<file path="src/rtl/bcd_digit_source.sv">
// rtl/bcd_digit_source.sv - binary to packed BCD converter (double-dabble) with load/done handshake
// Optional leading-zero blanking enabled by defining LEADING_ZERO_BLANK_EN.
module bcd_digit_source #(
   parameter int BIN_WIDTH  = 11,
   parameter int NUM_DIGITS = 4
) (
   input  logic                    clk,
   input  logic                    resetN,
   input  logic                    load,
   input  logic [BIN_WIDTH-1:0]    value_in,
   output logic                    busy,
   output logic                    done,
   output logic [4*NUM_DIGITS-1:0] digits,
   output logic                    overflow,
   output logic [NUM_DIGITS-1:0]   blank_mask
);

   localparam int CNT_W = $clog2(BIN_WIDTH + 1);
   localparam int DIG_W = 4 * NUM_DIGITS;
   // One spare nibble keeps the accumulator exact even when the value saturates.
   localparam int ACC_W = 4 * (NUM_DIGITS + 1);
   localparam logic [63:0] MAX_VAL = 64'(10 ** NUM_DIGITS) - 64'd1;

   typedef enum logic [1:0] {
      S_IDLE,
      S_SHIFT,
      S_DONE
   } state_t;

   state_t              state_q, state_d;
   logic [CNT_W-1:0]    cnt_q, cnt_d;
   logic [BIN_WIDTH-1:0] bin_q, bin_d;
   logic [ACC_W-1:0]    acc_q, acc_d;
   logic                ovf_pend_q, ovf_pend_d;
   logic [DIG_W-1:0]    digits_q, digits_d;
   logic                overflow_q, overflow_d;
   logic [NUM_DIGITS-1:0] blank_q, blank_d;
   logic                done_q, done_d;

   logic [ACC_W-1:0]    acc_adj;
   logic [NUM_DIGITS-1:0] blank_calc;

   always_comb begin
      acc_adj = acc_q;
      for (int k = 0; k < NUM_DIGITS + 1; k++) begin
         if (acc_q[4*k +: 4] >= 4'd5) begin
            acc_adj[4*k +: 4] = acc_q[4*k +: 4] + 4'd3;
         end
      end
   end

`ifdef LEADING_ZERO_BLANK_EN
   logic zero_run;

   always_comb begin
      blank_calc = '0;
      zero_run   = 1'b1;
      for (int k = NUM_DIGITS - 1; k >= 1; k--) begin
         zero_run      = zero_run && (acc_q[4*k +: 4] == 4'd0);
         blank_calc[k] = zero_run;
      end
   end
`else
   assign blank_calc = '0;
`endif

   always_comb begin
      state_d    = state_q;
      cnt_d      = cnt_q;
      bin_d      = bin_q;
      acc_d      = acc_q;
      ovf_pend_d = ovf_pend_q;
      digits_d   = digits_q;
      overflow_d = overflow_q;
      blank_d    = blank_q;
      done_d     = 1'b0;
      case (state_q)
         S_IDLE: begin
            if (load) begin
               bin_d      = value_in;
               acc_d      = '0;
               cnt_d      = '0;
               ovf_pend_d = (64'(value_in) > MAX_VAL);
               state_d    = S_SHIFT;
            end
         end
         S_SHIFT: begin
            {acc_d, bin_d} = {acc_adj, bin_q} << 1;
            cnt_d          = cnt_q + 1'b1;
            if (cnt_q == CNT_W'(BIN_WIDTH - 1)) begin
               state_d = S_DONE;
            end
         end
         S_DONE: begin
            // All published outputs change together, in the single done cycle.
            done_d     = 1'b1;
            overflow_d = ovf_pend_q;
            if (ovf_pend_q) begin
               digits_d = {NUM_DIGITS{4'h9}};
               blank_d  = '0;
            end else begin
               digits_d = acc_q[DIG_W-1:0];
               blank_d  = blank_calc;
            end
            state_d = S_IDLE;
         end
         default: state_d = S_IDLE;
      endcase
   end

   always_ff @(posedge clk) begin
      if (!resetN) begin
         state_q    <= S_IDLE;
         cnt_q      <= '0;
         bin_q      <= '0;
         acc_q      <= '0;
         ovf_pend_q <= 1'b0;
         digits_q   <= '0;
         overflow_q <= 1'b0;
         blank_q    <= '0;
         done_q     <= 1'b0;
      end else begin
         state_q    <= state_d;
         cnt_q      <= cnt_d;
         bin_q      <= bin_d;
         acc_q      <= acc_d;
         ovf_pend_q <= ovf_pend_d;
         digits_q   <= digits_d;
         overflow_q <= overflow_d;
         blank_q    <= blank_d;
         done_q     <= done_d;
      end
   end

   assign busy       = (state_q != S_IDLE);
   assign done       = done_q;
   assign digits     = digits_q;
   assign overflow   = overflow_q;
   assign blank_mask = blank_q;

endmodule
</file>
<file path="config.mk">
export PLATFORM = sky130hd
export DESIGN_NAME = bcd_digit_source
export DESIGN_NICKNAME = d
export VERILOG_FILES = /design/src/rtl/bcd_digit_source.sv
export SDC_FILE = /design/constraint.sdc
export NUM_CORES = 1
export LEC_CHECK = 0
export ABC_AREA = 1
export CORE_ASPECT_RATIO = 1.25
export CORE_UTILIZATION = 48
export CTS_BUF_LIST = sky130_fd_sc_hd__clkbuf_16
export DETAILED_ROUTE_END_ITERATION = 7
export PLACE_DENSITY = 0.75
export RECOVER_POWER = 50
export SLEW_MARGIN = 20
export SYNTH_ARGS = -nofsm -noshare
export SYNTH_HDL_FRONTEND = slang
export SYNTH_SLANG_ARGS = --single-unit
export TNS_END_PERCENT = 10
</file>
<file path="constraint.sdc">
create_clock -name clk -period 1.2 [get_ports clk]
set_clock_uncertainty 0.15 [all_clocks]
set_input_delay 0.24 -clock clk [delete_from_list [all_inputs] [get_ports clk]]
set_output_delay 0.24 -clock clk [all_outputs]
set_load 0.01 [all_outputs]
</file>
# Word-level counts from Yosys, hierarchy flattened
# Cells that the tools add are included.
totals:
  ff_bits: 54
  out_inout_bits: 23
  in_bits: 14
  wordCells: 42
op_classes:
  muxes: 15
  n_lt_le_gt_ge: 5
  addsub: 6
  n_eq_ne: 5
  n_reduce_logical: 5
ops:
  columns: ["op", "count"]
  rows:
  - ["$pmux 20 s2", 1]
  - ["$pmux 11 s2", 1]
  - ["$ge 4x3->1 const B", 5]
  - ["$mux 20", 1]
  - ["$mux 4", 5]
  - ["$add 4x2->4 const B", 4]
  - ["$mux 11", 1]
  - ["$pmux 4 s2", 1]
  - ["$add 4x1->4 const B", 1]
  - ["$eq 4x4->1 const B", 1]
  - ["$mux 2", 2]
  - ["$ne 2x2->1 const B", 2]
  - ["$pmux 2 s2", 1]
  - ["$reduce_and 2->1", 2]
  - ["$reduce_bool 2->1", 2]
  - ["$add 3x2->3 const B", 1]
  - ["$mux 3", 1]
  - ["$eq 2x1->1 const B", 1]
  - ["$eq 2x2->1 const B", 1]
  - ["$logic_not 2->1", 1]
  - ["$mux 1", 1]

# Depth between registers and ports, before layout
# Gate-level depths: netlist of the first run.
logic_depth:
  depth_word: 3
  ltp_mapped: 9
  mapped_depth_nobuf: 9

# Least setup slack after synthesis of the first run
# OpenSTA, ideal clock, no wires.
synth_path:
  path_type: "reg-to-reg"
  startpoint: "register acc_q[8]"
  endpoint: "register acc_q[12]"
  stages_incl_launch_ff: 10
  period_less_slack_ns: 1.317
  setup_ns: 0.065
  path_buffers: 0
  t_required_ns: 0.985
  slack_ns: -0.117
  t_arrival_ns: 1.102
  cell_sequence: "dfxtp_1 inv_1 ha_1 inv_1 nand2_1 nand3_1 nand2_1 nor2_1 nor2_1 nor2_1"
synth_via:
  elab_chain_len: 3
  elab_cells_between_ends: 4
  classes_between: "1 x add/sub; 1 x order compare; 2 x mux"
synth_lines:
  columns: ["item", "line", "text"]
  rows:
  - ["start, declared", "33", "logic [ACC_W-1:0] acc_q, acc_d;"]
  - ["start signal, assigned", "116", "acc_q <= '0;"]
  - ["start signal, assigned", "126", "acc_q <= acc_d;"]
  - ["$add 4x2->4 or $ge 4x3->1 (tied branches)", "47, 46", null]
  - ["$mux 4 (*)", "46", "if (acc_q[4*k +: 4] >= 4'd5) begin"]
  - ["$pmux 20 s2 (*)", "77", "case (state_q)"]
# Every way passes the cells marked *; elsewhere a longest branch is shown, timed or not.
# A chain may end at the register's enable or synchronous reset.

# Final worst setup path of the first run
layout_path:
  startpoint: "register acc_q[4]"
  endpoint: "register acc_q[8]"
# Same word-level chain as after synthesis.

==> flow_metrics.py, run 1 <==
metrics = {
    "synth": {
        "yosysTopAreaCell": "sky130_fd_sc_hd__dfxtp_1",
        "syn_area_per_cell_um2": 7.256,
        "synth_seq_area_share": 0.4258,
        "netlist_area_mm2": 0.002351,
        "synth.cells.most_frequent": "sky130_fd_sc_hd__nand2_1, sky130_fd_sc_hd__dfxtp_1, sky130_fd_sc_hd__a21oi_1",
        "synth-edff-count": 0,
        "synth.area.top_cells": "sky130_fd_sc_hd__dfxtp_1, sky130_fd_sc_hd__nand2_1, sky130_fd_sc_hd__a21oi_1",
        "syn-instance-count": 324,
        "synthDominantCellAreaShare": 0.4258,
        "dominantRegCellSynth": "sky130_fd_sc_hd__dfxtp_1",
        "synth_seq_cells": 50,
        "synth.lib_cells_used.distinct": 22,
        "yosysWarningCount": 0,
        "yosys.cell_count.top_type": "sky130_fd_sc_hd__nand2_1",
        "postSynth.asyncResetShare": 0,
    },
    "cts": {
        "cts_buffer_depth": 2,
        "cts_sinks": 50,
        "cts-buffers-inserted": 5,
        "insertion_delay_ns": 0.29,
        "cts.htree.levels": 2,
        "ctsHoldBuffers": 0,
        "clockRootBuffer": "sky130_fd_sc_hd__clkbuf_16",
        "clkTransAtPathRegs_ns": 0.07,
        "cts_tree": "done",
    },
    "floorplanning": {
        "top_level_ports": 37,
        "die_width_um": 64.60,
        "core_area_mm2": 0.004730,
        "die_h_um": 80.25,
        "initial_core_utilization": 0.4971,
        "die-area_mm2": 0.005183,
        "row_count": 28,
    },
    "pwr": {
        "p_total_mw": 3.685,
        "cellLeakagePower_nw": 1.585,
        "ir_drop_v": 0.0008806,
        "power-per-cell-area_mw_per_mm2": 1077,
    },
    "placed_design": {
        "portBuffers": 31,
        "globalplace.congestion": 0.8680,
        "placement.setup.worst_slack_ns": -0.3237,
        "postPlaceCellArea_mm2": 0.002987,
        "dpl.hpwl_mm": 3.697,
    },
    "cells_and_area": {
        "final_design_area_no_fill_mm2": 0.003422,
        "antenna-diode-count": 0,
        "multi_input_combinational_cell_area_mm2": 0.001384,
        "area.growth.synth_to_final_pct": 45.56,
        "final-seq-area_mm2": 0.001030,
        "n_fill_cell": 377,
        "share_of_layout_cells_above_drive_strength_1": 0.3705,
        "layout.core_utilization": 0.7235,
        "total_number_of_nets_in_the_final_design": 409,
    },
    "worst_setup_path": {
        "cp-endpoint": "acc_q[8]",
        "worstPathArrival_ns": 1.35,
        "reg2reg_from": "acc_q[4]",
        "worstSetupPathType": "flip-flop to flip-flop",
        "worst_r2r_endpoint": "acc_q[8]",
        "worst_ep_required_time_ns": 1.23,
        "critical_path_startpoint_category": "flip-flop",
        "r2r.worst_path.cells": 9,
        "rrSetupSlack_ns": -0.11,
        "worst_setup_path_startpoint": "acc_q[4]",
        "critical_path_peak_fanout": 4,
        "setup.worst_path.end_class": "flip-flop",
    },
    "sta": {
        "final-hold-violation-count": 0,
        "timing_max_transition_violations_final": 0,
        "achievable-frequency_mhz": 760.6,
        "finalCritPeriodShare": 1.096,
        "setup_total_negative_slack_ns": -1.226,
        "rsz0062_at_grt": "yes",
        "finalCriticalPeriod_ns": 1.315,
        "timing.final.setup_violations": 39,
        "finalWorstSetupSlack_ns": -0.1147,
    },
    "route": {
        "drt-total-wl_mm": 6.035,
        "route.detailed.drc": 0,
        "route.detailed.vias_per_inst": 5.233,
        "drt-initial-drc-count": 107,
        "route.vias.total": 2334,
        "wl_per_cell_um": 13.53,
        "route.antenna.remaining_nets": 0,
        "first_pass_iters": 4,
    },
    "outcome": {
        "outcome": "finished, violations left",
        "failed_checks": "negative setup slack",
    },
    "global_route": {
        "grt_overflow": 0,
        "grt_max_degree": 26,
        "antenna_found_initial": 0,
        "grt_usage": 0.2277,
        "number_of_global_route_vias_before_repair": 2138,
        "grt_pass1_wl_mm": 9.108,
    },
    "job": {
        "number_of_max_capacitance_violations_reported": 0,
    },
    "hold_path": {
        "min_delay_path_depth": 3,
        "hold_path.class": "input pin to flip-flop",
    },
}
report_power, final:
group / total, mW / internal (mW) / switching [mW]
clock network: 1.58 / 0.969 / 0.611
registers: 1.71 / 1.69 / 0.0209
logic: 0.398 / 0.189 / 0.209
total: 3.69 / 2.84 / 0.841
flip-flops by register name, indices dropped and copies added, names as in the netlist:
| register | cells |
|---|---|
| state_q | 2 |
| digits | 16 |
| bin_q | 11 |
| done | 1 |
| acc_q | 16 |
| cnt_q | 4 |
per-layer routing:
layer	track usage	vias to the layer above	part of all wire	wire length (µm)
met5	0	-	0	0
met1	0.2559	1102	0.41	2482
li1	-	1162	-	-
met2	0.4116	60	0.53	3214
met4	0.1089	0	0.019	117
met3	0.03835	10	0.036	220
logic make-up (layout without fill, tap and decap cells):
kind of cell	count (synthesis)	count (layout)	share of synthesized area
flops	50	50	0.4258
buf+inv	52	110	0.1123
other cells	1	5	0.001595
compound gates	62	62	0.1400
fa+ha+maj	10	10	0.05322
simple gates	149	149	0.2672
area by class of cell:
type                            count  share of cell area
Timing Repair Buffer               68              0.1770
Clock inverter                      3             0.01097
Sequential cell                    50              0.3009
Multi-Input combinational cell    226              0.4044
Tap cell                           60             0.02194
Clock buffer                        5             0.03656
Inverter                           34             0.04826
how the worst min path moves through the flow:
stage	startpoint	end	slack (ns)
floorplan	value_in[0]	bin_q[0]	0.24
finish	resetN	cnt_q[1]	0.27
CTS	bin_q[7]	bin_q[7]	0.31
global placement	bin_q[10]	acc_q[0]	0.29
global route	resetN	bin_q[10]	0.29
detailed placement	bin_q[1]	bin_q[2]	0.30
worst max-delay path: stages, from the launching register on:
cell and delay, ns:
sky130_fd_sc_hd__dfxtp_4 0.36, sky130_fd_sc_hd__inv_2 0.07, sky130_fd_sc_hd__ha_4 0.13, sky130_fd_sc_hd__inv_2 0.04, sky130_fd_sc_hd__nand2_4 0.07, sky130_fd_sc_hd__nand3_4 0.09
sky130_fd_sc_hd__nand2_2 0.09, sky130_fd_sc_hd__nor2_2 0.03, sky130_fd_sc_hd__nor2_1 0.12, sky130_fd_sc_hd__nor2_1 0.06
placed cells by master, fill, tap and decap left out, types with 3 or more instances in the layout:
cell type	netlist	final
sky130_fd_sc_hd__inv_4	1	9
sky130_fd_sc_hd__ha_4	0	6
sky130_fd_sc_hd__o21ai_1	0	4
sky130_fd_sc_hd__o21ai_2	0	12
sky130_fd_sc_hd__nand4_1	8	8
sky130_fd_sc_hd__inv_2	3	8
sky130_fd_sc_hd__nand2_1	85	73
sky130_fd_sc_hd__buf_6	5	5
sky130_fd_sc_hd__buf_12	0	4
sky130_fd_sc_hd__conb_1	1	5
sky130_fd_sc_hd__dfxtp_4	0	3
sky130_fd_sc_hd__o21ai_0	23	7
sky130_fd_sc_hd__clkbuf_16	0	6
sky130_fd_sc_hd__clkbuf_1	4	3
sky130_fd_sc_hd__nand2_4	1	7
sky130_fd_sc_hd__clkdlybuf4s50_1	0	11
sky130_fd_sc_hd__buf_2	2	15
sky130_fd_sc_hd__a21oi_1	31	29
sky130_fd_sc_hd__nor2_1	26	22
sky130_fd_sc_hd__nor2_2	0	4
sky130_fd_sc_hd__buf_4	7	26
sky130_fd_sc_hd__o211ai_1	5	5
sky130_fd_sc_hd__nand2_2	4	8
sky130_fd_sc_hd__inv_1	30	17
sky130_fd_sc_hd__nand3_4	0	3
sky130_fd_sc_hd__dfxtp_2	0	14
sky130_fd_sc_hd__nand3_1	25	20
sky130_fd_sc_hd__dfxtp_1	50	33
timing repair:
| action | 4_1_cts | 5_1_grt |
|---|---|---|
| pin swaps | 4 | 19 |
| cloned | 1 | 2 |
| setup endpoints to repair | 65 | 50 |
| resized for setup | 116 | 61 |
| buffers inserted | 1 | 2 |
| endpoints found under the hold margin | 0 | 0 |
per-stage QoR:
step,hold slack (ns),std cells
5_1_grt,0.2908,446
4_1_cts,0.3099,442
3_3_place_gp,0.2899,432
6_report,0.2676,446
3_5_place_dp,0.2993,432
2_1_floorplan,0.2372,328
Power figures use the tool's default switching activity.
==> run 2: changes to the inputs <==
Settings changed: MAX_ROUTING_LAYER set to met4.
==> run 2 against run 1 <==
Net effect:
- the flow still finishes with violations (negative setup slack)
- combinational power about the same
- count of clock-buffer cells in the layout unchanged
- clock power hardly changed
- total power hardly changed
- worst hold slack hardly changed
- critical path depth stayed put
==> flow_metrics.py, run 2 (synthesized netlist as in run 1, its figures left out) <==
metrics = {
    "cells_and_area": {
        "final-instance-count-excl-fill": 446,
        "final_design_area_no_fill_mm2": 0.003422,
        "n_fill_cell": 377,
        "share_of_layout_cells_above_drive_strength_1": 0.3705,
        "area.growth.synth_to_final_pct": 45.56,
        "total_number_of_nets_in_the_final_design": 409,
        "multi_input_combinational_cell_area_mm2": 0.001384,
        "most-common-layout-cells": "sky130_fd_sc_hd__nand2_1, sky130_fd_sc_hd__dfxtp_1, sky130_fd_sc_hd__a21oi_1, sky130_fd_sc_hd__buf_4, sky130_fd_sc_hd__nor2_1",
        "final-seq-area_mm2": 0.001030,
        "antenna-diode-count": 0,
        "layout.core_utilization": 0.7235,
        "layout_commonest_cell": "sky130_fd_sc_hd__nand2_1",
    },
    "worst_setup_path": {
        "reg2reg_from": "acc_q[4]",
        "worst_ep_required_time_ns": 1.23,
        "worst_setup_path_startpoint": "acc_q[4]",
        "worstPathArrival_ns": 1.34,
        "timing.critical_path.slowest_stage_cell": "sky130_fd_sc_hd__dfxtp_4",
        "cp-endpoint": "acc_q[8]",
        "worstSetupPathType": "flip-flop to flip-flop",
        "worst-path-buf-inv": 2,
        "r2r.worst_path.cells": 9,
        "timing.critical_path.max_delay_family": "simple AND/OR/NAND/NOR gates",
        "critical_path_cell_count": 9,
        "critical_path_peak_fanout": 4,
        "rrSetupSlack_ns": -0.11,
        "critical_path_startpoint_category": "flip-flop",
        "setup.worst_path.end_class": "flip-flop",
        "timing.critical_path.cells": "inv_2, ha_4, inv_2, nand2_4, nand3_4, nand2_2, nor2_2, nor2_1, nor2_1",
        "max_stage_delay_ns": 0.36,
        "worst_r2r_endpoint": "acc_q[8]",
    },
    "pwr": {
        "cellLeakagePower_nw": 1.585,
        "power-per-cell-area_mw_per_mm2": 1077,
        "power.share.combinational": 0.108,
        "power_switching_share": 0.2280,
        "power.internal_mw": 2.844,
        "p_total_mw": 3.684,
        "clock_power_frac": 0.429,
        "power.switching_uw": 840.1,
        "ir_drop_v": 0.0008798,
        "p_seq_frac": 0.463,
    },
    "floorplanning": {
        "initial_core_utilization": 0.4971,
        "die_h_um": 80.25,
        "top_level_ports": 37,
        "row_count": 28,
        "die-area_mm2": 0.005183,
        "die_width_um": 64.60,
        "core_area_mm2": 0.004730,
    },
    "cts": {
        "cts-buffers-inserted": 5,
        "cts_tree": "done",
        "cts.htree.levels": 2,
        "clockRootBuffer": "sky130_fd_sc_hd__clkbuf_16",
        "clkTransAtPathRegs_ns": 0.07,
        "insertion_delay_ns": 0.29,
        "cts_sinks": 50,
        "cts_buffer_depth": 2,
    },
    "route": {
        "route.detailed.drc": 0,
        "route.detailed.vias_per_inst": 5.224,
        "first_pass_iters": 4,
        "route.vias.total": 2330,
        "wl_per_cell_um": 13.45,
        "route.antenna.remaining_nets": 0,
        "drt-total-wl_mm": 6.000,
        "drt-initial-drc-count": 97,
    },
    "placed_design": {
        "globalplace.congestion": 0.8821,
        "placed_instances": 432,
        "dpl.hpwl_mm": 3.697,
        "portBuffers": 31,
        "postPlaceCellArea_mm2": 0.002987,
        "placement.setup.worst_slack_ns": -0.3237,
    },
    "hold_path": {
        "hold_path.class": "input pin to flip-flop",
    },
    "sta": {
        "rsz0062_at_grt": "yes",
        "achievable-frequency_mhz": 765.9,
        "setup_total_negative_slack_ns": -1.208,
        "finalWorstSetupSlack_ns": -0.1056,
        "finalCritPeriodShare": 1.088,
        "finalCriticalPeriod_ns": 1.306,
        "timing_max_transition_violations_final": 0,
        "final-hold-violation-count": 0,
        "holdWs_ns": 0.2675,
        "timing.final.setup_violations": 39,
    },
    "global_route": {
        "grt_overflow": 0,
        "antenna_found_initial": 0,
        "number_of_global_route_vias_before_repair": 2138,
        "grt_usage": 0.2339,
        "grt_pass1_wl_mm": 9.101,
        "grt_max_degree": 26,
    },
    "outcome": {
        "failed_checks": "negative setup slack",
        "outcome": "finished, violations left",
    },
    "job": {
        "number_of_max_capacitance_violations_reported": 0,
    },
}
run 2: cell counts in the layout (fill, tap and decap cells not counted):
No cell type changed its count.
run 2: power groups by stage:
stage	clock, mW	combinational, mW	sequential [mW]
3_3_place_gp	0	0.296	1.75
3_5_place_dp	0	0.298	1.75
4_1_cts	1.60	0.337	1.71
6_report	1.58	0.398	1.71
2_1_floorplan	0	0.186	1.74
5_1_grt	1.64	0.426	1.71
run 2: cell type report:
cell class | instances | share of cell area
clock buffers | 5 | 0.03656
clock inverters | 3 | 0.01097
inverters | 34 | 0.04826
multi-input cells | 226 | 0.4044
flip-flops and latches | 50 | 0.3009
well taps | 60 | 0.02194
repair buffers | 68 | 0.1770
run 2: worst min path at each step:
| stage | slack (ns) | end | from | depth (start not counted) |
|---|---|---|---|---|
| 6_report | 0.27 | cnt_q[1] | resetN | 3 |
| 5_1_grt | 0.29 | bin_q[10] | resetN | 3 |
| 4_1_cts | 0.31 | bin_q[7] | bin_q[7] | 2 |
| 3_5_place_dp | 0.30 | bin_q[2] | bin_q[1] | 2 |
| 3_3_place_gp | 0.29 | acc_q[0] | bin_q[10] | 2 |
| 2_1_floorplan | 0.24 | bin_q[0] | value_in[0] | 2 |
run 2: timing repair:
item | in CTS | in global routing
endpoints found under the setup margin | 65 | 50
buffers inserted | 1 | 2
gates resized for setup | 116 | 61
hold endpoints to repair | 0 | 0
hold buffers | 0 | 0
pin swaps | 4 | 19
cloned | 1 | 2
run 2: tightest hold or removal path, stage by stage:
cell and delay [ns]:
sky130_fd_sc_hd__dlymetal6s2s_1 0.19, sky130_fd_sc_hd__nand2_2 0.14, sky130_fd_sc_hd__o21ai_0 0.08
run 2: per-layer routing:
layer,up-vias,routed length (µm),global-route usage
li1,1163,-,-
met3,12,232,0.03835
met2,63,3206,0.4116
met4,0,129,0.1089
met5,-,0,-
met1,1092,2431,0.2559
